`config.mk`:
```
export PLATFORM = sky130hd
export DESIGN_NAME = branch_ctrl
export DESIGN_NICKNAME = d
export VERILOG_FILES = /design/src/rtl/branch_ctrl.sv
export SDC_FILE = /design/constraint.sdc
export NUM_CORES = 1
export LEC_CHECK = 0
export CAP_MARGIN = 20
export CORE_ASPECT_RATIO = 1.75
export CORE_MARGIN = 2
export CORE_UTILIZATION = 30
export DETAILED_ROUTE_END_ITERATION = 7
export GPL_TIMING_DRIVEN = 1
export PLACE_DENSITY = 0.54
export SKIP_LAST_GASP = 1
export SLEW_MARGIN = 30
export SYNTH_ARGS = -nofsm -noshare
export SYNTH_HDL_FRONTEND = slang
export SYNTH_SLANG_ARGS = --single-unit
```
`constraint.sdc`:
```
create_clock -name Clk -period 3.1 [get_ports Clk]
set_input_delay 0.465 -clock Clk [delete_from_list [all_inputs] [get_ports Clk]]
set_output_delay 0.465 -clock Clk [all_outputs]
set_load 0.01 [all_outputs]
```
`src/rtl/branch_ctrl.sv`:
```
// Branch and run-control unit: decodes BRR/JMP/HALT, drives the PC branch controls,
// and owns the flag register, absolute-target LUT and the Start/Done run handshake.
module branch_ctrl #(
    parameter int A     = 10,
    parameter int LUT_N = 32
) (
    input  logic         Clk,
    input  logic         Reset,
    input  logic         Start,
    input  logic [8:0]   Inst,
    input  logic [A-1:0] PC,
    input  logic         ALU_flag,
    input  logic         FlagWrEn,
    input  logic         LutWrEn,
    input  logic [4:0]   LutWrAddr,
    input  logic [A-1:0] LutWrData,
    output logic         BranchAbsEn,
    output logic         BranchRelEn,
    output logic [A-1:0] AbsTarget,
    output logic [5:0]   RelTarget,
    output logic         BrFlag,
    output logic         Done
);

    localparam logic [1:0] ST_IDLE   = 2'd0;
    localparam logic [1:0] ST_RUN    = 2'd1;
    localparam logic [1:0] ST_HALTED = 2'd2;
    localparam logic [1:0] ST_ARMED  = 2'd3;

    logic [1:0]   r_state;
    logic         r_start_d;
    logic         r_flag;
    logic         r_done;
    logic [A-1:0] r_halt_pc;
    logic [A-1:0] r_lut [LUT_N];

    logic w_is_brr;
    logic w_is_jmp;
    logic w_is_halt;
    logic w_start_rise;
    logic w_start_fall;

    assign w_is_brr     = (Inst[8:6] == 3'b110);
    assign w_is_jmp     = (Inst[8:6] == 3'b111) && !Inst[5];
    assign w_is_halt    = (Inst == 9'h1FF);
    assign w_start_rise = Start && !r_start_d;
    assign w_start_fall = !Start && r_start_d;

    // Run-control FSM plus the Done/HaltPC bookkeeping tied to its transitions.
    always_ff @(posedge Clk) begin
        if (Reset) begin
            r_state   <= ST_IDLE;
            r_start_d <= 1'b0;
            r_done    <= 1'b0;
            r_halt_pc <= '0;
        end else begin
            r_start_d <= Start;
            case (r_state)
                ST_IDLE: begin
                    if (w_start_fall) r_state <= ST_RUN;
                end
                ST_RUN: begin
                    if (w_is_halt) begin
                        r_state   <= ST_HALTED;
                        r_halt_pc <= PC;
                        r_done    <= 1'b1;
                    end
                end
                ST_HALTED: begin
                    if (w_start_rise) begin
                        r_state <= ST_ARMED;
                        r_done  <= 1'b0;
                    end
                end
                default: begin
                    if (w_start_fall) r_state <= ST_RUN;
                end
            endcase
        end
    end

    always_ff @(posedge Clk) begin
        if (Reset) begin
            r_flag <= 1'b1;
        end else if (FlagWrEn) begin
            r_flag <= ALU_flag;
        end
    end

    always_ff @(posedge Clk) begin
        if (Reset) begin
            for (int i = 0; i < LUT_N; i++) r_lut[i] <= '0;
        end else if (LutWrEn) begin
            r_lut[LutWrAddr] <= LutWrData;
        end
    end

    // BrFlag=0 means "take the branch" at the PC, so parks and jumps drive it low.
    always_comb begin
        BranchAbsEn = 1'b0;
        BranchRelEn = 1'b0;
        AbsTarget   = '0;
        BrFlag      = 1'b1;
        case (r_state)
            ST_RUN: begin
                if (w_is_halt) begin
                    BranchAbsEn = 1'b1;
                    AbsTarget   = PC;
                    BrFlag      = 1'b0;
                end else if (w_is_jmp) begin
                    BranchAbsEn = 1'b1;
                    AbsTarget   = r_lut[Inst[4:0]];
                    BrFlag      = 1'b0;
                end else if (w_is_brr) begin
                    BranchRelEn = 1'b1;
                    BrFlag      = r_flag;
                end
            end
            ST_HALTED, ST_ARMED: begin
                BranchAbsEn = 1'b1;
                AbsTarget   = r_halt_pc;
                BrFlag      = 1'b0;
            end
            default: ;
        endcase
    end

    assign RelTarget = Inst[5:0];
    assign Done      = r_done;

endmodule

```
Yosys cells after proc, flatten, opt, wreduce, memory -nomap -nowiden
Memory sizes are Yosys's and may differ from the RTL's.
Index checks and enable logic that the tools add are counted.
{"block": "classes", "muxes": 29, "reduce_logical": 13, "eq_ne": 8}
{"operator": "$mux 10", "count": 3}
{"operator": "$pmux 10 s2", "count": 1}
{"operator": "$mux 1", "count": 17}
{"operator": "$reduce_or 10->1", "count": 1}
{"operator": "$eq 9x9->1 const B", "count": 1}
{"operator": "$eq 3x3->1 const B", "count": 2}
{"operator": "$mux 2", "count": 3}
{"operator": "$pmux 1 s2", "count": 3}
{"operator": "$reduce_and 3->1", "count": 2}
{"operator": "$mux 5", "count": 1}
{"operator": "$eq 2x2->1 const B", "count": 2}
{"operator": "$ne 2x2->1 const B", "count": 2}
{"operator": "$pmux 2 s2", "count": 1}
{"operator": "$logic_and 1x1->1", "count": 3}
{"operator": "$logic_not 1->1", "count": 3}
{"operator": "$reduce_bool 3->1", "count": 1}
{"operator": "$eq 2x1->1 const B", "count": 1}
{"operator": "$reduce_and 2->1", "count": 1}
{"operator": "$reduce_bool 2->1", "count": 1}
{"operator": "$reduce_or 2->1", "count": 1}
{"block": "word_totals", "mem_count": 1, "input_bits": 40, "register_bits": 15, "ramBits": 320, "out_inout_bits": 20}
{"name": "r_lut", "depth": 32, "word_bits": 10, "rd": 1, "rd_ports_with_merged_regs": 0, "wr": 32, "line": "35", "rtl": "logic [A-1:0] r_lut [LUT_N];"}

Depth between registers and ports, before layout
Gate-level depths: netlist of the first run.
{"block": "depth", "word_depth": 5, "depth_mapped": 8, "mapped_depth_nobuf": 6}

Worst setup path after synthesis of the first run
OpenSTA, ideal clock, no wires.
{"block": "synth_path", "kind": "input port to output port", "startpoint": "input port Inst[1]", "endpoint": "output port AbsTarget[0]", "stages": 7, "t_arrival_ns": 1.891, "path_buffers": 3, "path_slack_ns": 0.744, "cell_sequence": "buf_6 buf_6 buf_2 mux4_2 mux2_2 a221oi_1 o32ai_1"}
{"block": "synth_between", "elab_chain_len": 4}
{"element": "from (decl)", "line": "10", "rtl": "input logic [8:0] Inst,"}
{"element": "$mem_v2 32x10"}
{"element": "$mux 10", "line": "110", "rtl": "end else if (w_is_jmp) begin"}
{"element": "$mux 10 *", "line": "106", "rtl": "if (w_is_halt) begin"}
{"element": "$pmux 10 s2 *", "line": "104", "rtl": "case (r_state)"}
{"element": "to (decl)", "line": "19", "rtl": "output logic [A-1:0] AbsTarget,"}
Every way passes the cells marked *; elsewhere a longest branch is shown, timed or not.

Worst setup path in the final report of the first run
{"block": "layout_path", "startpoint": "memory r_lut[10][0]", "endpoint": "output port AbsTarget[0]"}
{"block": "layout_between", "elab_chain_len": 4}
{"element": "from (decl)", "line": "35"}
{"element": "$mem_v2 32x10"}
{"element": "$mux 10", "line": "110"}
{"element": "$mux 10", "line": "106"}
{"element": "$pmux 10 s2", "line": "104"}
No other way between the ends.

==> results.txt, run 1 <==
----------------------------------------------------
[Outcome]
  Result of the run ... completed

[Clock tree]
  Clock tree sinks ... 335
  Number of H-tree branching levels ... 1
  TritonCTS clock tree ... done
  Clock root buffer ... sky130_fd_sc_hd__clkbuf_16
  Clock edge transition at the registers on the reported setup and hold paths ... 70 ps
  Skew-Pair Late Insertion Delay ... 580 ps
  Worst-case clock buffer depth ... 3
  Count of hold buffers inserted by post-cts repair ... 0
  Number of buffers created by CTS ... 30

[Yosys]
  Average instance area after synthesis ... 14.5 sq um
  Adder and majority cell fraction of the synthesized area ... 0.392%
  Count of warnings emitted by yosys ... 0
  Count of different cell masters after synthesis ... 50
  Net count after synthesis ... 1,144
  Most common flop cell mapped by yosys ... sky130_fd_sc_hd__edfxtp_1
  XOR/XNOR share of the synthesized area ... 0%
  Portion of netlist area occupied by mux cells ... between 10% and 20%
  Netlist area before placement ... 15,900 sq um
  Synthesized netlist cell count ... 1,099
  Flop and latch count out of synthesis ... 335
  Share of synthesized cell area in and, or, nand and nor gates ... 16.4%
  EDFF count, synth ... 320
  Area fraction in compound gates after synthesis ... 4.67%
  Main combinational cell family by area after synthesis ... simple AND/OR/NAND/NOR gates
  Fraction of the yosys area taken by sequential cells ... 62.2%
  Proportion of register bits with asynchronous set or reset after synthesis ... 0%

[Layout]
  Design Area, Final ... 19,200 sq um
  Share of final-layout standard cells stronger than drive strength 1 ... 27.3%
  Post-layout utilization of the core ... around 37%
  Layout-stage area growth over the synthesis result ... 20.3%
  Fill cell instance count of the final layout ... 5,009
  Final #Nets ... 1,251
  Antenna Cells ... 0
  Top library cells by usage in the layout, fill and taps aside ... sky130_fd_sc_hd__and2_1, sky130_fd_sc_hd__edfxtp_1, sky130_fd_sc_hd__buf_4

[Routing]
  Post-detailed-route via-to-cell ratio ... between 4 and 5
  Vias ... 9,203
  Remaining antenna violation count after routing ... 0
  Remaining routing DRC violations ... 0
  Iter 0 DRT Violations ... 561
  TritonRoute pass-1 iters ... 4
  Final routed wirelength across all metal layers ... 44,500 um
  Wire per inst ... around 23 um

[Worst setup path]
  Number of cells on the worst reg-to-reg path ... 7
  Largest incremental delay on the critical path ... 500 ps
  Startpoint of the lowest-slack register-to-register path ... r_state[1]$_SDFFE_PP0P_
  Slowest cell on the critical path ... sky130_fd_sc_hd__mux4_2
  Highest fanout seen on the critical path ... 1
  Category of the critical setup timing path ... reg2out
  Required time reported for the critical path endpoint ... 2630 ps
  Reg2reg end ... Done$_SDFFE_PP0P_
  Critical Path Sink Type ... primary output
  Data arrival time of the critical path ... 2610 ps
  Critical path launch point type ... flip-flop
  Cell-by-cell trace of the critical path ... mux4_2 > mux2_4 > a221oi_4 > o32ai_1 > buf_4 > buf_2
  Reg-to-reg setup timing slack ... 1250 ps

[Min path]
  Min-delay src ... r_halt_pc[7]$_SDFFE_PP0P_
  Endpoint, Worst Hold ... r_halt_pc[7]$_SDFFE_PP0P_
  Cell depth of the worst hold path ... 2
  Worst Hold Class ... reg2reg

[Placed design]
  I/O Buffers ... 59
  HPWL after detailed placement ... 30,600 um
  Total cell area at the placement stage ... 17,900 sq um
  Final weighted congestion in routability-driven placement ... 0.801

[Floorplan]
  Vert. Die Dim ... 309 um
  Core Box Area ... 52,500 sq um
  Floorplan row count ... 111
  Effective utilization at floorplan ... 30.4%
  I/O Pins ... 60
  Die Span X ... roughly 180 um
  Die Area ... 55,100 sq um

[Global route]
  Number of antenna violations at the first check in global routing ... 0
  First-pass GRT wire length ... 64,800 um
  Pin count of the biggest net entering global routing ... 48
  Total track usage ... roughly 16%
  Vias in the first global route ... ~9,700
  Grt total ovfl ... 0

[Timing]
  Total count of hold-check failures in the final report ... 0
  Clk_skew ... 2.37 ps
  Final setup violation count ... 0
  Maximum clock frequency ... 325 MHz
  Max_slew headroom ... 62.8%
  Actual transition at the worst max-transition pin ... 542 ps
  Max Slew Vio Count ... 0
  Final worst path period share ... between 90% and 100%
  Time the final worst path needs with I/O delays and setup ... just over 3000 ps
  Unrepaired setup endpoints after global routing ... true

[Pwr]
  Pwr dens ... 543 nW/um^2
  Static leakage ... 6.78 nW
  Worst IR Drop VDD ... 0.397 mV

[Job]
  Number of maximum-capacitance constraint violations ... 0

----------------------------------------------------
sequential cells by signal, indices dropped and copies added (netlist names):
register / count
r_lut: 320
r_halt_pc: 10
r_state: 2
Done: 1
r_flag: 1
r_start_d: 1
worst max path at each step:
stage                               start            to  slack [ps]  cells after the start
4_1_cts         r_lut[3][2]$_SDFFCE_PN0P_  AbsTarget[2]         -70                      6
3_3_place_gp                      Inst[0]  AbsTarget[2]        -540                     10
2_1_floorplan                     Inst[1]  AbsTarget[0]         740                      7
6_report       r_lut[10][0]$_SDFFCE_PN0P_  AbsTarget[0]          20                      6
5_1_grt           r_state[1]$_SDFFE_PP0P_  AbsTarget[1]         -10                     10
3_5_place_dp                      Inst[0]  AbsTarget[2]        -510                     10
cell families after synthesis:
kind of cell | after synthesis
muxes | 122
AOI/OAI and AO/OA | 82
buffers and inverters | 116
adders and majority gates | 5
and+or+nand+nor | 439
DFF | 335
where the power goes:
part           internal [mW]  switching [mW]  leakage (nW)
Sequential              5.19          0.0807          3.17
Clock                   2.24            1.71         0.503
Combinational          0.512           0.690          3.11
cell usage after synthesis (2+ instances only):
library cell / count / share of area, %
sky130_fd_sc_hd__nor2b_1: 3 / 0.12
sky130_fd_sc_hd__mux2i_1: 42 / 2.6
sky130_fd_sc_hd__a21oi_1: 12 / 0.38
sky130_fd_sc_hd__edfxtp_1: 320 / 60
sky130_fd_sc_hd__o32ai_1: 9 / 0.49
sky130_fd_sc_hd__or3b_2: 2 / 0.11
sky130_fd_sc_hd__ha_1: 5 / 0.39
sky130_fd_sc_hd__a221oi_1: 8 / 0.44
sky130_fd_sc_hd__nor2_1: 37 / 0.87
sky130_fd_sc_hd__or2_2: 33 / 1.3
sky130_fd_sc_hd__mux2_2: 20 / 1.4
sky130_fd_sc_hd__buf_6: 8 / 0.57
sky130_fd_sc_hd__a22oi_1: 11 / 0.52
sky130_fd_sc_hd__and3_1: 2 / 0.078
sky130_fd_sc_hd__and2_1: 320 / 13
sky130_fd_sc_hd__a221oi_2: 12 / 1.1
sky130_fd_sc_hd__dfxtp_1: 15 / 1.9
sky130_fd_sc_hd__buf_4: 7 / 0.33
sky130_fd_sc_hd__inv_1: 4 / 0.094
sky130_fd_sc_hd__mux4_2: 51 / 7.2
sky130_fd_sc_hd__or3_1: 3 / 0.12
sky130_fd_sc_hd__nand2_1: 22 / 0.52
sky130_fd_sc_hd__clkbuf_1: 82 / 1.9
sky130_fd_sc_hd__buf_12: 2 / 0.25
sky130_fd_sc_hd__nand3_1: 4 / 0.13
sky130_fd_sc_hd__buf_2: 9 / 0.28
sky130_fd_sc_hd__nand2b_1: 3 / 0.12
sky130_fd_sc_hd__o221ai_1: 20 / 1.1
sky130_fd_sc_hd__mux4_1: 9 / 1.5
sky130_fd_sc_hd__nand3b_1: 4 / 0.19
critical path: cells and delay by family (launching register included):
| family | cells | cell delay [ps] |
|---|---|---|
| muxes | 2 | 820 |
| AOI/OAI and AO/OA | 2 | 490 |
| DFF | 1 | 440 |
| buffers and inverters | 2 | 280 |
metrics by stage:
step | cells | setup slack [ps] | TNS [ps] | power [mW] | hold WS (ps)
floorplan | 1099 | 744 | 0 | 5.95 | 437
global placement | 1847 | -536 | -4020 | 6.47 | 443
detailed placement | 1847 | -510 | -3880 | 6.48 | 450
CTS | 1897 | -65.3 | -65.3 | 10.5 | 447
global route | 1907 | -11.8 | -37.0 | 10.7 | 475
finish | 1907 | 23.4 | 0 | 10.4 | 462
repair_timing:
item | 4_1_cts | 5_1_grt
setup buffers | 0 | 10
endpoints found under the hold margin | 0 | 0
pin swaps | 16 | 5
endpoints found under the setup margin | 12 | 9
resized for setup | 77 | 12
gates cloned | 0 | 0
routing by layer:
| metal | wire length, um | GRT usage [%] | vias to the layer above | share of wire [%] |
|---|---|---|---|---|
| li1 | - | - | 4237 | - |
| met3 | 1050 | 1.29 | 86 | 2.4 |
| met1 | 16100 | 17.5 | 4706 | 36 |
| met4 | 2640 | 8.81 | 0 | 5.9 |
| met5 | 0 | 0 | - | 0 |
| met2 | 24700 | 31.5 | 174 | 55 |
area by class of cell:
| cell class | instances | area, sq um | area share, % |
|---|---|---|---|
| tap | 678 | 848 | 4.42 |
| clock inverter | 20 | 226 | 1.18 |
| timing repair buffer | 186 | 1640 | 8.56 |
| sequential | 335 | 9910 | 51.7 |
| multi-input combinational | 648 | 5750 | 30.0 |
| inverter | 5 | 18.8 | 0.0978 |
| clock buffer | 35 | 791 | 4.12 |
(Power assumes the default switching activity.)
==> run 2: changes to the inputs <==
- RECOVER_POWER: default -> 100
- clock period: 3.1 -> 3.3 ns (I/O delays scaled with it)
==> results.txt, run 2 (synthesized netlist as in run 1, its figures left out) <==
----------------------------------------------------
[Routing]
  Remaining routing DRC violations ... 0 (unchanged)
  Vias ... 9,161 (was 9,203)
  Wire per inst ... 23.4 um (was 23.3 um)
  Iter 0 DRT Violations ... 609 (was 561)
  TritonRoute pass-1 iters ... 5 (was 4)
  Final routed wirelength across all metal layers ... 44,500 um (about the same)
  Post-detailed-route via-to-cell ratio ... 4.81 (was 4.83)
  Remaining antenna violation count after routing ... 0 (unchanged)

[Timing]
  Max Slew Vio Count ... 40 (was 0)
  Clk_skew ... 2.40 ps (was 2.37 ps)
  Actual transition at the worst max-transition pin ... 2030 ps (was 542 ps)
  Time the final worst path needs with I/O delays and setup ... 3230 ps
  Final worst path period share ... a little over nine tenths
  Total count of hold-check failures in the final report ... 0 (unchanged)
  Unrepaired setup endpoints after global routing ... false (was true)
  Final setup violation count ... 0 (unchanged)
  Max_slew headroom ... -35.3% (was 62.8%)
  Maximum clock frequency ... 310 MHz

[Pwr]
  Reported net switching power ... 2.24 mW (was 2.48 mW)
  Static leakage ... 6.39 nW (was 6.78 nW)
  Flop pwr share ... 51.6% (was 50.6%)
  Design Power ... 9.59 mW (was 10.4 mW)
  Switching part of the total power ... 23.4% (was 23.8%)
  Combinational fraction of design power ... 11.2% (was 11.5%)
  Pwr dens ... 508 nW/um^2 (was 543 nW/um^2)
  Internal power ... 7.35 mW (was 7.94 mW)
  Share of total power in the clock network ... 37.2% (was 37.9%)
  Worst IR Drop VDD ... 0.399 mV (was 0.397 mV)

[Worst setup path]
  Reg-to-reg setup timing slack ... 1390 ps (was 1250 ps)
  Depth of the critical timing path with buffers and inverters included ... 7 (was 6)
  Family of cells with the greatest summed delay on the critical path ... multiplexers (unchanged)
  Data arrival time of the critical path ... 2730 ps (was 2610 ps)
  CP Launch Point ... r_lut[2][0]$_SDFFCE_PN0P_ (was r_lut[10][0]$_SDFFCE_PN0P_)
  Crit path capture ... AbsTarget[0] (unchanged)
  Count of buffer and inverter cells on the critical path ... 3 (was 2)
  Reg2reg end ... r_halt_pc[0]$_SDFFE_PP0P_ (was Done$_SDFFE_PP0P_)
  Required time reported for the critical path endpoint ... 2800 ps (was 2630 ps)
  Critical Path Sink Type ... primary output (unchanged)
  Category of the critical setup timing path ... reg2out (unchanged)
  Highest fanout seen on the critical path ... 1 (unchanged)
  Critical path launch point type ... flip-flop (unchanged)
  Cell-by-cell trace of the critical path ... mux4_2 > mux2_2 > a221oi_1 > buf_4 > o32ai_1 > buf_4 > dlygate4sd2_1 (was mux4_2 > mux2_4 > a221oi_4 > o32ai_1 > buf_4 > buf_2)
  Most numerous cell on the critical path ... sky130_fd_sc_hd__buf_4
  Number of cells on the worst reg-to-reg path ... 7 (unchanged)
  Startpoint of the lowest-slack register-to-register path ... r_state[1]$_SDFFE_PP0P_ (unchanged)
  Largest incremental delay on the critical path ... 460 ps (was 500 ps)
  Slowest cell on the critical path ... sky130_fd_sc_hd__mux4_2 (unchanged)

[Floorplan]
  Effective utilization at floorplan ... 30.4% (unchanged)
  Die Span X ... 178 um (unchanged)
  Die Area ... 55,100 sq um (unchanged)
  Floorplan row count ... 111 (unchanged)
  I/O Pins ... 60 (unchanged)
  Vert. Die Dim ... 309 um (unchanged)
  Core Box Area ... 52,500 sq um (unchanged)

[Clock tree]
  Clock root buffer ... sky130_fd_sc_hd__clkbuf_16 (unchanged)
  Number of H-tree branching levels ... 1 (unchanged)
  Count of buffers added by post-CTS timing repair for setup ... 0 (unchanged)
  Worst-case clock buffer depth ... 3 (unchanged)
  Number of buffers created by CTS ... 30 (unchanged)
  TritonCTS clock tree ... done (unchanged)
  Count of hold buffers inserted by post-cts repair ... 0 (unchanged)
  Skew-Pair Late Insertion Delay ... 560 ps (was 580 ps)
  Clock edge transition at the registers on the reported setup and hold paths ... 70 ps (about the same)
  Clock tree sinks ... 335 (unchanged)

[Layout]
  Share of final-layout standard cells stronger than drive strength 1 ... 19.8% (was 27.3%)
  Final #Nets ... 1,249 (was 1,251)
  Flip-flop count of the largest register after layout ... 320 (unchanged)
  Top register by number of flip-flops ... r_lut (unchanged)
  Top library cells by usage in the layout, fill and taps aside ... sky130_fd_sc_hd__edfxtp_1, sky130_fd_sc_hd__and2_0, sky130_fd_sc_hd__and2_1 (was sky130_fd_sc_hd__and2_1, sky130_fd_sc_hd__edfxtp_1, sky130_fd_sc_hd__buf_4)
  Area occupied by registers ... 9910 sq um (unchanged)
  Largest registers ... r_lut x320, r_halt_pc x10, r_state x2 (unchanged)
  Post-layout utilization of the core ... 36.0% (was 36.5%)
  Design Area, Final ... 18,900 sq um (was 19,200 sq um)
  Fill cell instance count of the final layout ... 5,070 (was 5,009)
  Area of combinational cells with multiple inputs ... 5580 sq um (was 5750 sq um)
  Most common cell after layout, fill and taps aside ... sky130_fd_sc_hd__edfxtp_1
  Non-filler cells in the finished layout ... 1,903 (was 1,907)
  Layout-stage area growth over the synthesis result ... 18.5% (was 20.3%)
  Antenna Cells ... 0 (unchanged)

[Min path]
  Cell depth of the worst hold path ... 2 (unchanged)
  Worst Hold Class ... reg2reg (unchanged)

[Global route]
  Vias in the first global route ... 9,854 (was 9,731)
  First-pass GRT wire length ... 64,800 um (about the same)
  Total track usage ... 16.3% (was 16.4%)
  Number of antenna violations at the first check in global routing ... 0 (unchanged)
  Grt total ovfl ... 0 (unchanged)
  Pin count of the biggest net entering global routing ... 40 (was 48)

[Outcome]
  Result of the run ... finished with violations (was completed)
  Failing checks ... capacitance limit, slew limit

[Placed design]
  I/O Buffers ... 59 (unchanged)
  Total cell area at the placement stage ... 17,900 sq um (about the same)
  Final weighted congestion in routability-driven placement ... 0.841 (was 0.801)
  Cell count after placement ... 1,849 (was 1,847)
  HPWL after detailed placement ... 30,200 um (was 30,600 um)

[Job]
  Number of maximum-capacitance constraint violations ... 1 (was 0)

----------------------------------------------------
-- run 2: worst reg2reg max path, delay by kind of cell, from the launching register on --
kind	cells	cell delay, ps
AND/OR/NAND/NOR	3	850
flip-flops	1	340
buffers and inverters	2	260
adder cells (fa/ha/maj)	1	180
AO/OA/AOI/OAI	1	70
-- run 2: area by class of cell --
| cell class | instances | area share (%) |
|---|---|---|
| flip-flops and latches | 335 | 52.5 |
| inverters | 5 | 0.0993 |
| repair buffers | 184 | 8.27 |
| clock inverters | 16 | 0.940 |
| well taps | 678 | 4.49 |
| clock buffers | 37 | 4.23 |
| multi-input cells | 648 | 29.5 |
-- run 2: power by group through the flow --
stage	Combinational [mW]	Clock, mW	Sequential [mW]
after floorplan	0.585	0	5.00
after global placement	1.06	0	5.03
after detailed placement	1.06	0	5.04
after CTS	1.10	3.64	4.94
after global routing	1.14	3.79	4.97
final	1.08	3.57	4.95
-- run 2: per-stage QoR --
step           setup TNS (ps)  hold slack [ps]  setup slack, ps
6_report                    0              459             71.5
5_1_grt                     0              477             14.0
4_1_cts                  -209              459             -209
3_5_place_dp            -1450              449             -266
3_3_place_gp            -1540              444             -260
2_1_floorplan               0              437              884
-- run 2: worst min path at each step --
stage | startpoint | to | slack, ps
finish | r_halt_pc[5]$_SDFFE_PP0P_ | r_halt_pc[5]$_SDFFE_PP0P_ | 460
global route | r_halt_pc[4]$_SDFFE_PP0P_ | r_halt_pc[4]$_SDFFE_PP0P_ | 480
CTS | r_halt_pc[5]$_SDFFE_PP0P_ | r_halt_pc[5]$_SDFFE_PP0P_ | 460
detailed placement | r_halt_pc[5]$_SDFFE_PP0P_ | r_halt_pc[5]$_SDFFE_PP0P_ | 450
global placement | r_halt_pc[1]$_SDFFE_PP0P_ | r_halt_pc[1]$_SDFFE_PP0P_ | 440
floorplan | r_halt_pc[0]$_SDFFE_PP0P_ | r_halt_pc[0]$_SDFFE_PP0P_ | 440
-- run 2: timing repair --
action / CTS / global route
gates cloned: 1 / 0
gates resized for setup: 27 / 18
pin swaps: 4 / 0
endpoints found under the setup margin: 10 / 3
-- run 2: metal layers --
layer	wire length [um]	vias to the layer above	track usage (%)	share of wire, %
met2	24900	187	31.6	56
li1	-	4226	-	-
met3	1160	81	1.19	2.6
met4	2430	0	8.51	5.5
met1	16000	4667	17.3	36
met5	0	-	0	0
